## config.mk

```make
export PLATFORM = sky130hd
export DESIGN_NAME = fifo_rd_streamer
export DESIGN_NICKNAME = d
export VERILOG_FILES = /design/src/rtl/fifo_rd_pkg.sv /design/src/rtl/rd_skid_buf.sv /design/src/rtl/fifo_rd_streamer.sv
export SDC_FILE = /design/constraint.sdc
export NUM_CORES = 1
export LEC_CHECK = 0
export ABC_AREA = 1
export CAP_MARGIN = 20
export CORE_AREA = 5 5 68 86
export DETAILED_ROUTE_END_ITERATION = 10
export DIE_AREA = 0 0 73 91
export GPL_TIMING_DRIVEN = 0
export PLACE_DENSITY = 0.63
export SKIP_LAST_GASP = 1
export SLEW_MARGIN = 20
export SYNTH_ARGS = -nofsm -noshare
export SYNTH_HDL_FRONTEND = slang
export SYNTH_HIERARCHICAL = 1
export SYNTH_SLANG_ARGS = --single-unit
```

## constraint.sdc

```tcl
create_clock -name i_Clk -period 3.8 [get_ports i_Clk]
set_input_delay 0.76 -clock i_Clk [delete_from_list [all_inputs] [get_ports i_Clk]]
set_output_delay 0.76 -clock i_Clk [all_outputs]
set_load 0.005 [all_outputs]
```

## src/rtl/fifo_rd_pkg.sv

```systemverilog
// rtl/fifo_rd_pkg.sv - shared types and constants for the FIFO read-side streamer
package fifo_rd_pkg;

  localparam int RD_BUF_DEPTH   = 3;
  localparam int DEF_DATA_WIDTH = 8;
  localparam int DEF_BURST_LEN  = 4;

  typedef logic [1:0] rd_ptr_t;
  typedef logic [1:0] rd_cnt_t;

  localparam rd_cnt_t RD_CNT_FULL = 2'd3;

  // Pointers cover three slots only, so they wrap from 2 back to 0.
  function automatic rd_ptr_t rd_ptr_inc(input rd_ptr_t p);
    return (p == 2'd2) ? 2'd0 : p + 2'd1;
  endfunction

endpackage

```

## src/rtl/rd_skid_buf.sv

```systemverilog
// rtl/rd_skid_buf.sv - 3-entry circular buffer absorbing the FIFO read latency
module rd_skid_buf
  import fifo_rd_pkg::*;
#(
  parameter int DATA_WIDTH = DEF_DATA_WIDTH
) (
  input  logic                  i_Clk,
  input  logic                  i_Reset,
  input  logic                  i_Push,
  input  logic [DATA_WIDTH-1:0] i_Push_Data,
  input  logic                  i_Pop,
  output rd_cnt_t               o_Count,
  output logic [DATA_WIDTH-1:0] o_Head_Data
);

  logic [DATA_WIDTH-1:0] r_mem [RD_BUF_DEPTH];
  rd_ptr_t               r_wr_ptr;
  rd_ptr_t               r_rd_ptr;
  rd_cnt_t               r_count;
  logic                  w_push;
  logic                  w_pop;

  assign w_pop  = i_Pop && (r_count != 2'd0);
  // A push into a full buffer is dropped unless a pop frees a slot this cycle.
  assign w_push = i_Push && ((r_count != RD_CNT_FULL) || w_pop);

  always_ff @(posedge i_Clk or negedge i_Reset) begin
    if (!i_Reset) begin
      r_wr_ptr <= '0;
      r_rd_ptr <= '0;
      r_count  <= '0;
      for (int i = 0; i < RD_BUF_DEPTH; i++) r_mem[i] <= '0;
    end else begin
      if (w_push) begin
        r_mem[r_wr_ptr] <= i_Push_Data;
        r_wr_ptr        <= rd_ptr_inc(r_wr_ptr);
      end
      if (w_pop) r_rd_ptr <= rd_ptr_inc(r_rd_ptr);
      case ({w_push, w_pop})
        2'b10:   r_count <= r_count + 2'd1;
        2'b01:   r_count <= r_count - 2'd1;
        default: r_count <= r_count;
      endcase
    end
  end

  assign o_Count     = r_count;
  assign o_Head_Data = r_mem[r_rd_ptr];

endmodule

```

## src/rtl/fifo_rd_streamer.sv

```systemverilog
// rtl/fifo_rd_streamer.sv - FIFO read master presenting a valid/ready burst stream
// Optional checker and assertions: FIFO_RD_STREAMER_CHECK_EN
module fifo_rd_streamer
  import fifo_rd_pkg::*;
#(
  parameter int DATA_WIDTH = DEF_DATA_WIDTH,
  parameter int BURST_LEN  = DEF_BURST_LEN
) (
  input  logic                  i_Clk,
  input  logic                  i_Reset,
  output logic                  o_Rd_En,
  input  logic                  i_Empty,
  input  logic [DATA_WIDTH-1:0] i_Rd_Data,
  input  logic                  i_Data_Valid,
  output logic [DATA_WIDTH-1:0] o_Tdata,
  output logic                  o_Tvalid,
  input  logic                  i_Tready,
  output logic                  o_Tlast,
  output logic                  o_Err
);

  localparam int                BEAT_W    = (BURST_LEN > 1) ? $clog2(BURST_LEN) : 1;
  localparam logic [BEAT_W-1:0] BEAT_LAST = BEAT_W'(BURST_LEN - 1);

  logic              r_inflight;
  logic [BEAT_W-1:0] r_beat;
  rd_cnt_t           w_count;
  logic [2:0]        w_occupancy;
  logic              w_push;
  logic              w_pop;

  rd_skid_buf #(.DATA_WIDTH(DATA_WIDTH)) u_buf (
    .i_Clk       (i_Clk),
    .i_Reset     (i_Reset),
    .i_Push      (w_push),
    .i_Push_Data (i_Rd_Data),
    .i_Pop       (w_pop),
    .o_Count     (w_count),
    .o_Head_Data (o_Tdata)
  );

  // Words already buffered plus the one possibly on its way must fit in three slots.
  assign w_occupancy = {1'b0, w_count} + {2'b00, r_inflight};
  assign o_Rd_En     = i_Reset && !i_Empty && (w_occupancy < 3'd3);
  assign o_Tvalid    = (w_count != 2'd0);
  assign o_Tlast     = o_Tvalid && (r_beat == BEAT_LAST);
  assign w_pop       = o_Tvalid && i_Tready;
  assign w_push      = i_Data_Valid && r_inflight;

  always_ff @(posedge i_Clk or negedge i_Reset) begin
    if (!i_Reset) begin
      r_inflight <= 1'b0;
      r_beat     <= '0;
    end else begin
      r_inflight <= o_Rd_En;
      if (w_pop) r_beat <= (r_beat == BEAT_LAST) ? '0 : r_beat + 1'b1;
    end
  end

`ifdef FIFO_RD_STREAMER_CHECK_EN
  logic r_err;

  always_ff @(posedge i_Clk or negedge i_Reset) begin
    if (!i_Reset) begin
      r_err <= 1'b0;
    end else if ((i_Data_Valid && !r_inflight) ||
                 (w_push && (w_count == RD_CNT_FULL) && !w_pop)) begin
      r_err <= 1'b1;
    end
  end

  assign o_Err = r_err;

  a_no_rd_when_empty: assert property (@(posedge i_Clk) disable iff (!i_Reset)
    !(o_Rd_En && i_Empty));
  a_hold_under_bp: assert property (@(posedge i_Clk) disable iff (!i_Reset)
    (o_Tvalid && !i_Tready) |=> ($stable(o_Tdata) && $stable(o_Tlast)));
  a_count_bound: assert property (@(posedge i_Clk) disable iff (!i_Reset)
    (w_count <= RD_CNT_FULL));
`else
  assign o_Err = 1'b0;
`endif

endmodule

```

==> results of run 1 <==
where the power goes:
group          switching, W  internal, W
clock network      0.000125     0.000144
registers          0.000110     0.000508
logic              0.000380     0.000303
total              0.000615     0.000955
layout make-up:
| type | count | area, um^2 |
|---|---|---|
| well taps | 62 | 77.6 |
| inverters | 12 | 45.0 |
| clock buffers | 7 | 86.3 |
| flip-flops and latches | 33 | 826 |
| repair buffers | 24 | 245 |
| multi-input cells | 157 | 713 |
| fillers | 541 | 2910 |
| plain buffers | 4 | 35.0 |
routing by layer:
layer,global-route usage [%],wire [um],vias to the layer above
met4,4.46,70,0
met5,0,0,-
met3,3.43,153,7
met2,20.7,1960,27
met1,16.1,1660,660
li1,-,-,723
flip-flops by register name (all words and copies together), names as in the netlist:
name / flops
r_inflight: 1
u_buf/r_wr_ptr: 2
u_buf/o_Count: 2
r_beat: 2
u_buf/r_mem: 24
u_buf/r_rd_ptr: 2
final timing paths:
check	from	end	slack [ns]	cells after the start
min in group i_Clk	u_buf/r_mem[21]	u_buf/r_mem[21]	0.47	2
worst min register to register	u_buf/r_mem[21]	u_buf/r_mem[21]	0.47	2
max in group asynchronous	i_Reset	u_buf/r_mem[18]	3.11	2
worst min-delay path	i_Reset	u_buf/o_Count[1]	0.30	1
worst max register to register	u_buf/o_Count[1]	u_buf/r_mem[2]	2.20	8
worst max-delay path	u_buf/o_Count[0]	o_Rd_En	0.97	6
critical path, cell delays in order, from the launching register on:
cell             delay (ns)
dfrtp_1                0.49
ha_1                   0.24
ha_1                   0.27
nand2_1                0.07
nand3b_1               0.08
nor2_1                 0.13
clkdlybuf4s50_1        0.52
kinds of logic after synthesis:
| logic type | count (synthesis) | synth area share, % |
|---|---|---|
| AOI/OAI and AO/OA | 6 | 2.01 |
| adders and majority gates | 3 | 2.32 |
| buffers and inverters | 16 | 4.95 |
| DFF | 33 | 51.0 |
| other | 1 | 0.232 |
| and+or+nand+nor | 147 | 39.5 |
per-stage QoR:
step	total power (W)	std cells	instance area [um^2]	hold WS [ns]	utilization, %
2_1_floorplan	0.00101	206	1620	0.442	-
3_3_place_gp	0.00130	291	1930	0.454	39.0
3_5_place_dp	0.00132	292	1940	0.458	39.4
4_1_cts	0.00159	299	2030	0.298	41.1
5_1_grt	0.00172	299	2030	0.297	41.1
6_report	0.00157	299	2030	0.300	41.1
cell usage in the layout, fill, tap and decap left out:
cell type and n:
buf_12 1, buf_2 2, buf_4 1, buf_6 2
clkbuf_1 1, clkbuf_8 6, clkdlybuf4s50_1 22, conb_1 1
dfrtp_1 33, ha_1 3, inv_1 11, inv_2 1
nand2_1 91, nand2_2 2, nand2_4 2, nand3_1 39
nand3b_1 1, nand4_1 1, nor2_1 6, nor2_2 5
o21a_1 1, o21ai_0 4, o21ai_1 1
==> summary.txt, run 1 <==
Synth Net Count -> 222
Count leader, synth -> nand2_1
# clock sinks -> 33
Part of the cycle the worst path needs -> 74.5%
Worst Hold Class -> input port to async pin
Via count -> 1,417
Clock Path Buffers -> 2
GPL Wtd Cong -> 0.720
Die Y -> 91 um
Post-Route Setup TNS -> 0 ns
TritonCTS clock tree -> yes
Status -> completed
CTS buffer count -> 5
Final hold violations -> 0
Worst setup margin -> 0.970 ns
CP startpoint kind -> flip-flop
Number of synthesized register bits -> 33
Wire length per cell -> 12.9 um
DR vias/cell -> 4.74
Peak supply drop -> 0.000267 V
Max_cap viols -> 0
Antenna violations before repair -> 0
Max Slew Vio Count -> 0
P_leak -> 1.06 nW
Syn Area/Cell -> 7.86 um^2
Post-synthesis cell count -> 206
Post-CTS sizing -> 0
H-tree depth -> 2
# diodes -> 0
HPWL after DPL -> 2.63 mm
Top cells by count, synth -> nand2_1 (91), nand3_1 (39), dfrtp_1 (33)
Initial core utilization -> 32.8%
GRT Util Overall -> 12.8%
Synthesis Warnings -> 6
Clock period minus worst slack -> 2.83 ns
Port bufs -> 23
CP required -> 3.04 ns
Dpl ws -> 1.09 ns
Clk_lat worst skew -> 0.28 ns
RSZ-0062 raised after global routing -> no
Synth cell types -> 19
DR iter-0 viols -> 66
Post-Syn Area -> 1620 um^2
Area share of the largest cell type after synthesis -> 51.0%
Die width -> 73 um
Relative slew slack -> 53.4%
Area Growth Syn to Fin -> 25.3%
Final net count -> 253
Post-CTS Setup Inserts -> 0
Clk_skew -> 0.00305 ns
CP Data Arrival Time -> 2.07 ns
Pin count of the biggest net entering global routing -> 30
Synth area leaders -> dfrtp_1 (51%), nand2_1 (21%), nand3_1 (12%), inv_1 (2.6%), ha_1 (2.3%)
Rows -> 29
Vias in the first global route -> 1,369
Async SR Flop Fraction -> 100%
I/O pins -> 25
Die area -> 6640 um^2
DRC violations left -> 0
Worst-path maximum fanout -> 10
Sequential-to-total area share from yosys stat -> 51.0%
Max Clk Rate -> 353 MHz
Worst slew pin tran -> 0.696 ns
Grt total ovfl -> 0
Leading area contributor after synthesis -> dfrtp_1
First-pass DRT Iterations -> 4
Post-synth EDFFs -> 0
Ys flop type -> dfrtp_1
Clock slew at reported path FFs -> 0.07 ns
First-pass GRT wire length -> 6.53 mm
Share of layout cells above drive strength 1 -> 9.28%
Core area -> 4930 um^2
Root Buffer -> clkbuf_8
Final WL -> 3.85 mm
Hold_buf cts -> 0
Remaining antenna violation count after routing -> 0
Power Dens Cells -> 774 nW/um^2
Final setup violating endpoints -> 0
Setup crit end kind -> primary output
CP Class -> flip-flop to primary output
No activity file was read; power rests on OpenSTA's default activity.
==> run 2, diff against run 1 <==
--- a/config.mk
+++ b/config.mk
@@ -11,7 +11,7 @@
 export DETAILED_ROUTE_END_ITERATION = 10
 export DIE_AREA = 0 0 73 91
 export GPL_TIMING_DRIVEN = 0
-export PLACE_DENSITY = 0.63
+export PLACE_DENSITY = 0.65
 export SKIP_LAST_GASP = 1
 export SLEW_MARGIN = 20
 export SYNTH_ARGS = -nofsm -noshare
==> constraint.sdc (replaced) <==
create_clock -name i_Clk -period 2.55 [get_ports i_Clk]
set_input_delay 0.51 -clock i_Clk [delete_from_list [all_inputs] [get_ports i_Clk]]
set_output_delay 0.51 -clock i_Clk [all_outputs]
set_load 0.005 [all_outputs]
==> run 2 against run 1 <==
  * Combinational power increased by 54%
  * Via count is 0.28% higher
  * Power grew 50%
  * Sequential cell count stayed put
  * Hold slack lost 0.18 ns
  * Clock skew rose by 0.0027 ns
  * Utilization is 0.43 points higher
  * Clock power is 48% higher
  * Worst setup slack got worse by 0.87 ns
  * Critical path depth is the same
  * Count of clock-buffer cells in the layout unchanged
  * Critical endpoint unchanged
==> summary.txt, run 2 (synthesized netlist as in run 1, its figures left out) <==
Status -> completed
Part of the cycle the worst path needs -> 96.1%
First-pass DRT Iterations -> 4 (unchanged)
DR iter-0 viols -> 81 (+23%)
CP startpoint kind -> flip-flop
Antenna violations before repair -> 0 (unchanged)
Port bufs -> 23 (unchanged)
Core area -> 4930 um^2 (unchanged)
Setup crit end kind -> primary output
Dpl ws -> 0.269 ns (-0.820 ns)
Die area -> 6640 um^2 (unchanged)
GPL Wtd Cong -> 0.792 (+9.9%)
Initial core utilization -> 32.8% (unchanged)
I/O pins -> 25 (unchanged)
Final net count -> 254 (+0.40%)
Hold_buf cts -> 0 (unchanged)
Grt total ovfl -> 0 (unchanged)
CP Data Arrival Time -> 1.94 ns (-0.13 ns)
HPWL after DPL -> 2.70 mm (+2.5%)
GR peak layer -> met2
DR vias/cell -> 4.74 (about the same)
Reg2reg path depth -> 8 (unchanged)
Area Growth Syn to Fin -> 26.6%
H-tree depth -> 2 (unchanged)
# clock sinks -> 33 (unchanged)
Most common cell after layout, fill and taps aside -> nand2_1
Final WL -> 3.83 mm (-0.42%)
Final hold violations -> 0 (unchanged)
Worst Hold Class -> input port to async pin
Post-Route Setup TNS -> 0 ns (unchanged)
Max Clk Rate -> 408 MHz
TritonCTS clock tree -> yes
Power Dens Cells -> 1150 nW/um^2 (+49%)
GR Layer Usage met1 -> 15.3% (-0.76 points)
P_leak -> 1.07 nW (+0.67%)
Die width -> 73 um (unchanged)
First-pass GRT wire length -> 6.64 mm (+1.6%)
Via count -> 1,421 (+0.28%)
# diodes -> 0 (unchanged)
Rows -> 29 (unchanged)
Clk_skew -> 0.00575 ns (+0.00270 ns)
GR Util met3 -> 3.54% (+0.11 points)
Clock Path Buffers -> 2 (unchanged)
Clock slew at reported path FFs -> 0.07 ns (about the same)
CTS buffer count -> 5 (unchanged)
Final setup violating endpoints -> 0 (unchanged)
CP required -> 2.04 ns (-1.00 ns)
Max FFs per register -> 24 (unchanged)
Share of layout cells above drive strength 1 -> 10.9% (+1.6 points)
Commonest cells after routing, fill and taps aside -> nand2_1 (91), nand3_1 (39), dfrtp_1 (32)
Biggest register -> u_buf/r_mem
Max Slew Vio Count -> 0 (unchanged)
Clk_lat worst skew -> 0.28 ns (about the same)
Peak supply drop -> 0.000481 V (+80%)
Worst-path maximum fanout -> 2 (-8)
Wire length per cell -> 12.8 um (-0.75%)
GRT met2 Usage -> 21.6% (+0.82 points)
Vias in the first global route -> 1,430 (+4.5%)
GRT Util Overall -> 12.7% (-0.087 points)
Max_cap viols -> 0 (unchanged)
Clock period minus worst slack -> 2.45 ns
Die Y -> 91 um (unchanged)
Remaining antenna violation count after routing -> 0 (unchanged)
RSZ-0062 raised after global routing -> no
Root Buffer -> clkbuf_8
Worst setup margin -> 0.0993 ns (-0.871 ns)
CP Class -> flip-flop to primary output
Pin count of the biggest net entering global routing -> 23 (-23%)
DRC violations left -> 0 (unchanged)
-- run 2: worst paths after layout --
kind                                       start              end  slack, ns
worst max-delay path                  r_inflight          o_Rd_En        0.1
worst min-delay path                     i_Reset       r_inflight       0.12
worst max register to register  u_buf/o_Count[1]   u_buf/r_mem[1]       0.91
worst min register to register    u_buf/r_mem[8]   u_buf/r_mem[8]       0.47
max in group asynchronous                i_Reset  u_buf/r_mem[11]       2.00
min in group i_Clk                u_buf/r_mem[8]   u_buf/r_mem[8]       0.47
-- run 2: timing repair --
action	CTS	global route
endpoints found under the setup margin	5	9
setup buffers	0	1
hold endpoints to repair	0	0
pin swaps	0	0
resized for setup	2	1
-- run 2: per-layer routing --
layer | vias to the layer above | wire length [um]
li1 | 720 | -
met1 | 671 | 1680
met2 | 25 | 1930
met3 | 5 | 164
met4 | 0 | 49
met5 | - | 0
-- run 2: cell type report --
| class | instances | area, um^2 |
|---|---|---|
| repair buffers | 25 | 260 |
| well taps | 62 | 77.6 |
| flip-flops and latches | 33 | 827 |
| inverters | 12 | 45.0 |
| multi-input cells | 157 | 718 |
| clock buffers | 7 | 86.3 |
| plain buffers | 4 | 35.0 |
| fillers | 530 | 2890 |
-- run 2: through the flow --
step	cell area [um^2]	hold slack [ns]	util (%)	total power (W)	cells
4_1_cts	2040	0.124	41.3	0.00238	299
2_1_floorplan	1620	0.214	-	0.00150	206
6_report	2050	0.123	41.5	0.00236	300
3_3_place_gp	1930	0.455	39.0	0.00193	291
5_1_grt	2050	0.135	41.5	0.00258	300
3_5_place_dp	1950	0.429	39.5	0.00197	292
-- run 2: critical path, stage by stage, from the launching register on --
cell,delay (ns)
dfrtp_1,0.39
ha_1,0.20
ha_1,0.27
nand2_1,0.08
nand3b_1,0.07
nor2_1,0.13
clkdlybuf4s50_1,0.52
-- run 2: power by group --
part           switching (W)  leakage [nW]  total, W  internal, W
sequential          0.000157         0.418  0.000916     0.000759
clock               0.000183        0.0443  0.000397     0.000214
combinational       0.000582         0.610   0.00105     0.000465
